===== config.mk =====
export PLATFORM = sky130hd
export DESIGN_NAME = wb_host_sequencer
export DESIGN_NICKNAME = d
export VERILOG_FILES = /design/src/rtl/wb_host_sequencer.sv
export SDC_FILE = /design/constraint.sdc
export NUM_CORES = 1
export LEC_CHECK = 0
export ABC_AREA = 1
export BUFFER_PORTS_ARGS = -buffer_cell sky130_fd_sc_hd__buf_4
export CAP_MARGIN = 20
export CORE_MARGIN = 3
export CORE_UTILIZATION = 53
export DETAILED_ROUTE_END_ITERATION = 8
export GPL_TIMING_DRIVEN = 0
export PLACE_DENSITY = 0.86
export SLEW_MARGIN = 20
export SYNTH_ARGS = -nofsm -noshare
export SYNTH_HDL_FRONTEND = slang
export SYNTH_SLANG_ARGS = --single-unit

===== constraint.sdc =====
create_clock -name wb_clk_i -period 6.8 [get_ports wb_clk_i]
set_input_delay 0 -clock wb_clk_i [delete_from_list [all_inputs] [get_ports wb_clk_i]]
set_output_delay 0 -clock wb_clk_i [all_outputs]
set_load 0.005 [all_outputs]

===== src/rtl/wb_host_sequencer.sv =====
// Wishbone classic initiator: one bus cycle per valid/ready command,
// with a per-cycle ack timeout and a saturating abort counter.
module wb_host_sequencer #(
  parameter int TIMEOUT   = 255,
  parameter int ERR_CNT_W = 8
) (
  input  logic                 wb_clk_i,
  input  logic                 wb_rst_i,
  input  logic                 cmd_valid,
  output logic                 cmd_ready,
  input  logic                 cmd_we,
  input  logic [31:0]          cmd_adr,
  input  logic [31:0]          cmd_dat,
  input  logic [3:0]           cmd_sel,
  output logic                 rsp_valid,
  input  logic                 rsp_ready,
  output logic [31:0]          rsp_dat,
  output logic                 rsp_err,
  output logic [ERR_CNT_W-1:0] err_count,
  output logic                 wbm_cyc_o,
  output logic                 wbm_stb_o,
  output logic                 wbm_we_o,
  output logic [3:0]           wbm_sel_o,
  output logic [31:0]          wbm_adr_o,
  output logic [31:0]          wbm_dat_o,
  input  logic                 wbm_ack_i,
  input  logic [31:0]          wbm_dat_i
);

  typedef enum logic [1:0] {
    IDLE,
    BUS,
    RESP
  } state_t;

  localparam logic [15:0] TMO_LAST = 16'(TIMEOUT - 1);

  state_t      state;
  logic [15:0] tmo_cnt;
  logic        tmo_hit;

  // Counter holds the number of BUS cycles already elapsed
  assign tmo_hit   = (tmo_cnt == TMO_LAST);
  assign cmd_ready = (state == IDLE);

  always_ff @(posedge wb_clk_i or posedge wb_rst_i) begin
    if (wb_rst_i) begin
      state     <= IDLE;
      tmo_cnt   <= '0;
      wbm_cyc_o <= 1'b0;
      wbm_stb_o <= 1'b0;
      wbm_we_o  <= 1'b0;
      wbm_sel_o <= '0;
      wbm_adr_o <= '0;
      wbm_dat_o <= '0;
      rsp_valid <= 1'b0;
      rsp_dat   <= '0;
      rsp_err   <= 1'b0;
      err_count <= '0;
    end else begin
      unique case (state)
        IDLE: begin
          if (cmd_valid) begin
            wbm_we_o  <= cmd_we;
            wbm_adr_o <= cmd_adr;
            wbm_dat_o <= cmd_dat;
            wbm_sel_o <= cmd_sel;
            wbm_cyc_o <= 1'b1;
            wbm_stb_o <= 1'b1;
            tmo_cnt   <= '0;
            state     <= BUS;
          end
        end
        BUS: begin
          tmo_cnt <= tmo_cnt + 16'd1;
          if (wbm_ack_i) begin
            wbm_cyc_o <= 1'b0;
            wbm_stb_o <= 1'b0;
            rsp_dat   <= wbm_we_o ? 32'd0 : wbm_dat_i;
            rsp_err   <= 1'b0;
            rsp_valid <= 1'b1;
            state     <= RESP;
          end else if (tmo_hit) begin
            wbm_cyc_o <= 1'b0;
            wbm_stb_o <= 1'b0;
            rsp_dat   <= '0;
            rsp_err   <= 1'b1;
            rsp_valid <= 1'b1;
            if (!(&err_count))
              err_count <= err_count + ERR_CNT_W'(1);
            state     <= RESP;
          end
        end
        RESP: begin
          if (rsp_ready) begin
            rsp_valid <= 1'b0;
            state     <= IDLE;
          end
        end
        default: state <= IDLE;
      endcase
    end
  end

endmodule


Yosys cells after proc, flatten, opt, wreduce, memory -nomap -nowiden
Index checks and enable logic that the tools add are counted.
{ "totals": {"register_bits": 130, "out_inout_bits": 114, "elab_cells": 52} }
{ "op_classes": {"addsub": 2, "eq_ne": 6, "mux": 19, "bitwise": 2, "n_reduce_logical": 12} }
{ "op_table": {"columns": ["operator", "n"], "rows": [
  ["32-bit two-way mux", 3],
  ["16-bit one-hot mux with 2 select lines", 1],
  ["16-bit by 1-bit adder with 16-bit output, second input constant", 1],
  ["16-bit by 8-bit equality test with 1-bit output, second input constant", 1],
  ["16-bit two-way mux", 1],
  ["3-bit AND reduction", 3],
  ["8-bit by 1-bit adder with 8-bit output, second input constant", 1],
  ["2-bit two-way mux", 4],
  ["8-bit AND reduction", 1],
  ["1-bit two-way mux", 7],
  ["2-bit one-hot mux with 3 select lines", 1],
  ["2-bit AND reduction", 3],
  ["2-bit nonzero test", 3],
  ["2-bit inequality test, second input constant", 2],
  ["1-bit one-hot mux with 2 select lines", 2],
  ["4-bit AND reduction", 1],
  ["3-bit inequality test, second input constant", 1],
  ["2-bit by 1-bit equality test with 1-bit output, second input constant", 1],
  ["2-bit equality test, second input constant", 1],
  ["2-bit logical NOT", 1],
  ["1-bit inverter", 2]
]} }

Longest topological paths before layout
{ "depth": {"depth_word": 4, "ltp_mapped": 10, "mapped_depth_nobuf": 9} }

Worst setup path after synthesis
OpenSTA, ideal clock, no wires.
{ "synth_timing": {"kind": "register to register", "from": "reg err_count[0]", "to": "reg err_count[2]", "setup_time_ns": 0.117, "arrival_ns": 1.344, "t_required_ns": 6.683, "slack_ns": 5.339, "stages_incl_launch_ff": 8, "n_path_buf": 0, "synth_period_minus_slack_ns": 1.461, "path_cell_list": "dfrtp_1 > ha_1 > inv_1 > nor2_1 > a21oi_2 > nand3_2 > nand2_1 > nand2_1"} }
{ "synth_via": {"elab_chain_cells": 3, "elab_cells_between_ends": 4, "classes_between": "add/sub: 1; bitwise: 1; reduce/logical: 2"} }
{ "synth_rtl": {"columns": ["element", "line_no", "rtl"], "rows": [
  ["from (decl)", "19", "output logic [ERR_CNT_W-1:0] err_count,"],
  ["from (signal assigned)", "90", "err_count <= err_count + ERR_CNT_W'(1);"],
  ["branches (longest 3 deep; another with 8-bit by 1-bit adder with 8-bit output)", null, null]
]} }
Parallel ways; which one is timed is not known.
A chain may end at the register's enable or synchronous reset.

Worst setup path after layout
{ "layout_timing": {"from": "reg state[1]", "to": "reg rsp_dat[30]"} }
{ "layout_via": {"elab_chain_cells": 2} }
{ "layout_rtl": {"columns": ["element", "line_no", "rtl"], "rows": [
  ["from (decl)", "38", "state_t state;"],
  ["from (signal assigned)", "48", "state <= IDLE;"],
  ["from (signal assigned)", "71", "state <= BUS;"],
  ["from (signal assigned)", "82", "state <= RESP;"],
  ["2-bit by 1-bit equality test with 1-bit output", "61", "unique case (state)"],
  ["2-bit AND reduction (no line)", null, null],
  ["to (signal assigned)", "79", "rsp_dat <= wbm_we_o ? 32'd0 : wbm_dat_i;"],
  ["to (decl)", "17", "output logic [31:0] rsp_dat,"]
]} }
No other way between the ends.

==> qor.txt <==
clock power share -> 27.1%
Tcrit/Tclk final -> 28.74%
Avg Inst Size Synth -> 8.404 µm²
Comb power frac -> 37.6%
Initial Util -> 54.86%
Power Density -> 401.9 nW/µm²
vias in the first global route -> 6784
Data arrival, critical path -> 2.41 ns
total number of vias -> 6707
crit path capture type -> flip-flop
Max Fanout on Critical Path -> 10
Tightest Pin Transition -> 0.5809 ns
Place WS -> 5.077 ns
antenna viol nets, final -> 0
Worst-Skew Late Latency -> 0.52 ns
post-synthesis adder-cell area fraction -> 0.6598%
slew margin rel. -> 61.27%
element type at the critical path start -> flip-flop
chip width -> 109.6 µm
Post-CTS Setup Bufs -> 0
drt total wl -> 23.48 mm
Synth cell types -> 29
WL/cell -> 20.09 µm
largest net degree at the start of global routing -> 67
Max-Cap Viols -> 0
sequential power share -> 35.3%
Layout area overhead -> 62.08%
CTS resizes -> 0
Leak Pwr -> 4.961 nW
Max IR drop VDD -> 269.3 µV
syn_nets -> 786
post-synthesis sequential area ratio -> 57.18%
min cycle time layout -> 1.954 ns
# nets final -> 1129
xor/xnor share of the synthesized area -> 0.4618%
# setup viols final -> 0
CTS sink count -> 130
share of cells above drive strength 1 -> 29.26%
Critical Path RT -> 7.26 ns
row count -> 37
vias per cell -> 5.737
Detail Placement HPWL -> 11.66 mm
GR Util All Layers -> 40.05%
Setup CP Type -> flip-flop to flip-flop
Max Clock Skew -> 0.007836 ns
reg2reg start -> state[1]$_DFFE_PP0P_
CP Launch Point -> state[1]$_DFFE_PP0P_
root buf cell -> clkbuf_8
Max clock buf depth -> 2
Synth Area in Compound Gates -> 1.869%
DRC viols -> 0
largest family of logic cells by synthesized area -> simple AND/OR/NAND/NOR gates
H-tree Lvls -> 4
Max Fclk -> 0.5117 GHz
GP Congestion -> 0.8695
TNS Setup -> 0 ns
status -> complete, no violations
Pre-antenna DRT Iters -> 6
Seq cells post-synth -> 130
die span in y -> 109.6 µm
number of I/O port buffers -> 218
number of synthesis warnings -> 0
most frequent cells in the layout -> 322 x nand2_1, 221 x buf_4, 130 x dfrtp_1
CP cell instances -> nor2_8 > clkbuf_1 > nand4_1 > dlygate4sd3_1 > nand2_1
setup ws final -> 4.846 ns
initial antenna violation count -> 1
CTS tree -> built
global-route wire length before repair -> 36.03 mm
Sw Share -> 36.32%
core area -> 10370 µm²
GRT overflow -> 0
start point of the worst min-delay path -> cmd_valid
Syn Inst Count -> 677
Hold Crit Class -> input pin to flip-flop
Reg clk slew, reported paths -> 0.06 ns
# IOs -> 220
RSZ-0062 raised after global routing -> no
Max Slew Vio Count -> 0
most common cell after layout, fill and taps aside -> nand2_1
Num CTS Buffers -> 17
Largest stage delay, worst path -> 0.61 ns
Pint -> 2.360 mW
Fin. Hold Viols -> 0
Sw Pwr -> 1.346 mW
Synth Cell Area -> 5689 µm²
mux contribution to synthesized area -> 0%
Slowest-stage cell, CP -> dlygate4sd3_1
Synth Area in Simple Gates -> 34.53%
Die ar. -> 12010 µm²
DRT iter0 DRCs -> 831
-- kinds of logic (layout without fill, tap and decap cells) --
kind of cell / after synthesis / in the layout
other cells: 0 / 1
xor+xnor: 3 / 3
simple gates: 455 / 455
flops: 130 / 130
fa+ha+maj: 3 / 3
buf+inv: 66 / 421
compound gates: 20 / 20
-- Yosys cell counts, drive strengths merged --
cell | number | share of area (%)
xor2 | 2 | 0.31
nor2 | 32 | 2.6
nand4 | 39 | 4.3
nor3 | 2 | 0.18
ha | 3 | 0.66
clkbuf | 13 | 0.86
inv | 35 | 2.3
o21ai | 16 | 1.4
a21oi | 3 | 0.33
xnor2 | 1 | 0.15
dfrtp | 130 | 57
and2 | 1 | 0.11
nand3 | 32 | 2.9
nand2 | 347 | 24
o31ai | 1 | 0.13
buf | 18 | 2.1
nand3b | 2 | 0.26
-- final cells by class --
type                       instances  area [µm²]
antenna                            1       2.502
buffer                            31       170.2
clock buffer                      21       459.2
clock inverter                    10       180.2
fill                             447        1149
inverter                          35       136.4
multi-input combinational        481        2135
sequential                       130        3253
tap                              136       170.2
timing repair buffer             324        2715
-- metal layers --
metal	global-route usage (%)	routed length, µm
met4	25.20	1577
met2	67.65	11380
met3	10.51	2400
met1	45.00	8125
met5	0	0
-- sequential cells by signal, indices dropped and copies added, names as in the netlist --
signal / count
rsp_dat: 32
wbm_adr_o: 32
wbm_dat_o: 32
tmo_cnt: 16
err_count: 8
wbm_sel_o: 4
state: 2
rsp_err: 1
rsp_valid: 1
wbm_stb_o: 1
wbm_we_o: 1
-- path summary, 6_finish.rpt --
check / end / slack (ns) / cells past startpoint
max reg2reg: rsp_dat[30]$_DFFE_PP0P_ / 4.85 / 5
min reg2reg: rsp_dat[20]$_DFFE_PP0P_ / 0.47 / 2
min: tmo_cnt[11]$_DFFE_PP0P_ / 0.03 / 5
min in group asynchronous: wbm_adr_o[6]$_DFFE_PP0P_ / 0.12 / 3
max: rsp_dat[30]$_DFFE_PP0P_ / 4.85 / 5
max in group asynchronous: rsp_dat[17]$_DFFE_PP0P_ / 5.96 / 4
-- critical path, delay by kind of cell (launching register included) --
family                 cells  cell delay [ns]
AND/OR/NAND/NOR            3             0.44
buffers and inverters      2             0.97
flip-flops                 1             0.48
-- per-stage QoR --
stage | cell area, µm² | utilization [%] | hold slack (ns) | cells | total power [mW]
after floorplan | 5689 | - | 0.1096 | 677 | 1.791
after CTS | 9219 | 88.90 | 0.01171 | 1168 | 3.533
final | 9221 | 88.92 | 0.03404 | 1169 | 3.706
after global routing | 9221 | 88.92 | 0.05662 | 1169 | 3.847
after detailed placement | 7528 | 72.60 | 0.1187 | 1032 | 2.479
after global placement | 7496 | 72.29 | 0.1937 | 1031 | 2.423
-- timing repair --
item	CTS	global route
hold buffers	105	0
endpoints found under the hold margin	167	0
endpoints found under the setup margin	0	0
-- power by group through the flow --
stage	Combinational (mW)	Clock, mW	Sequential [mW]
global placement	1.17	0	1.25
detailed placement	1.21	0	1.26
global route	1.49	1.04	1.32
CTS	1.28	0.990	1.26
finish	1.39	1.01	1.31
floorplan	0.524	0	1.27
Note: power is estimated with default switching activity, not from simulation.
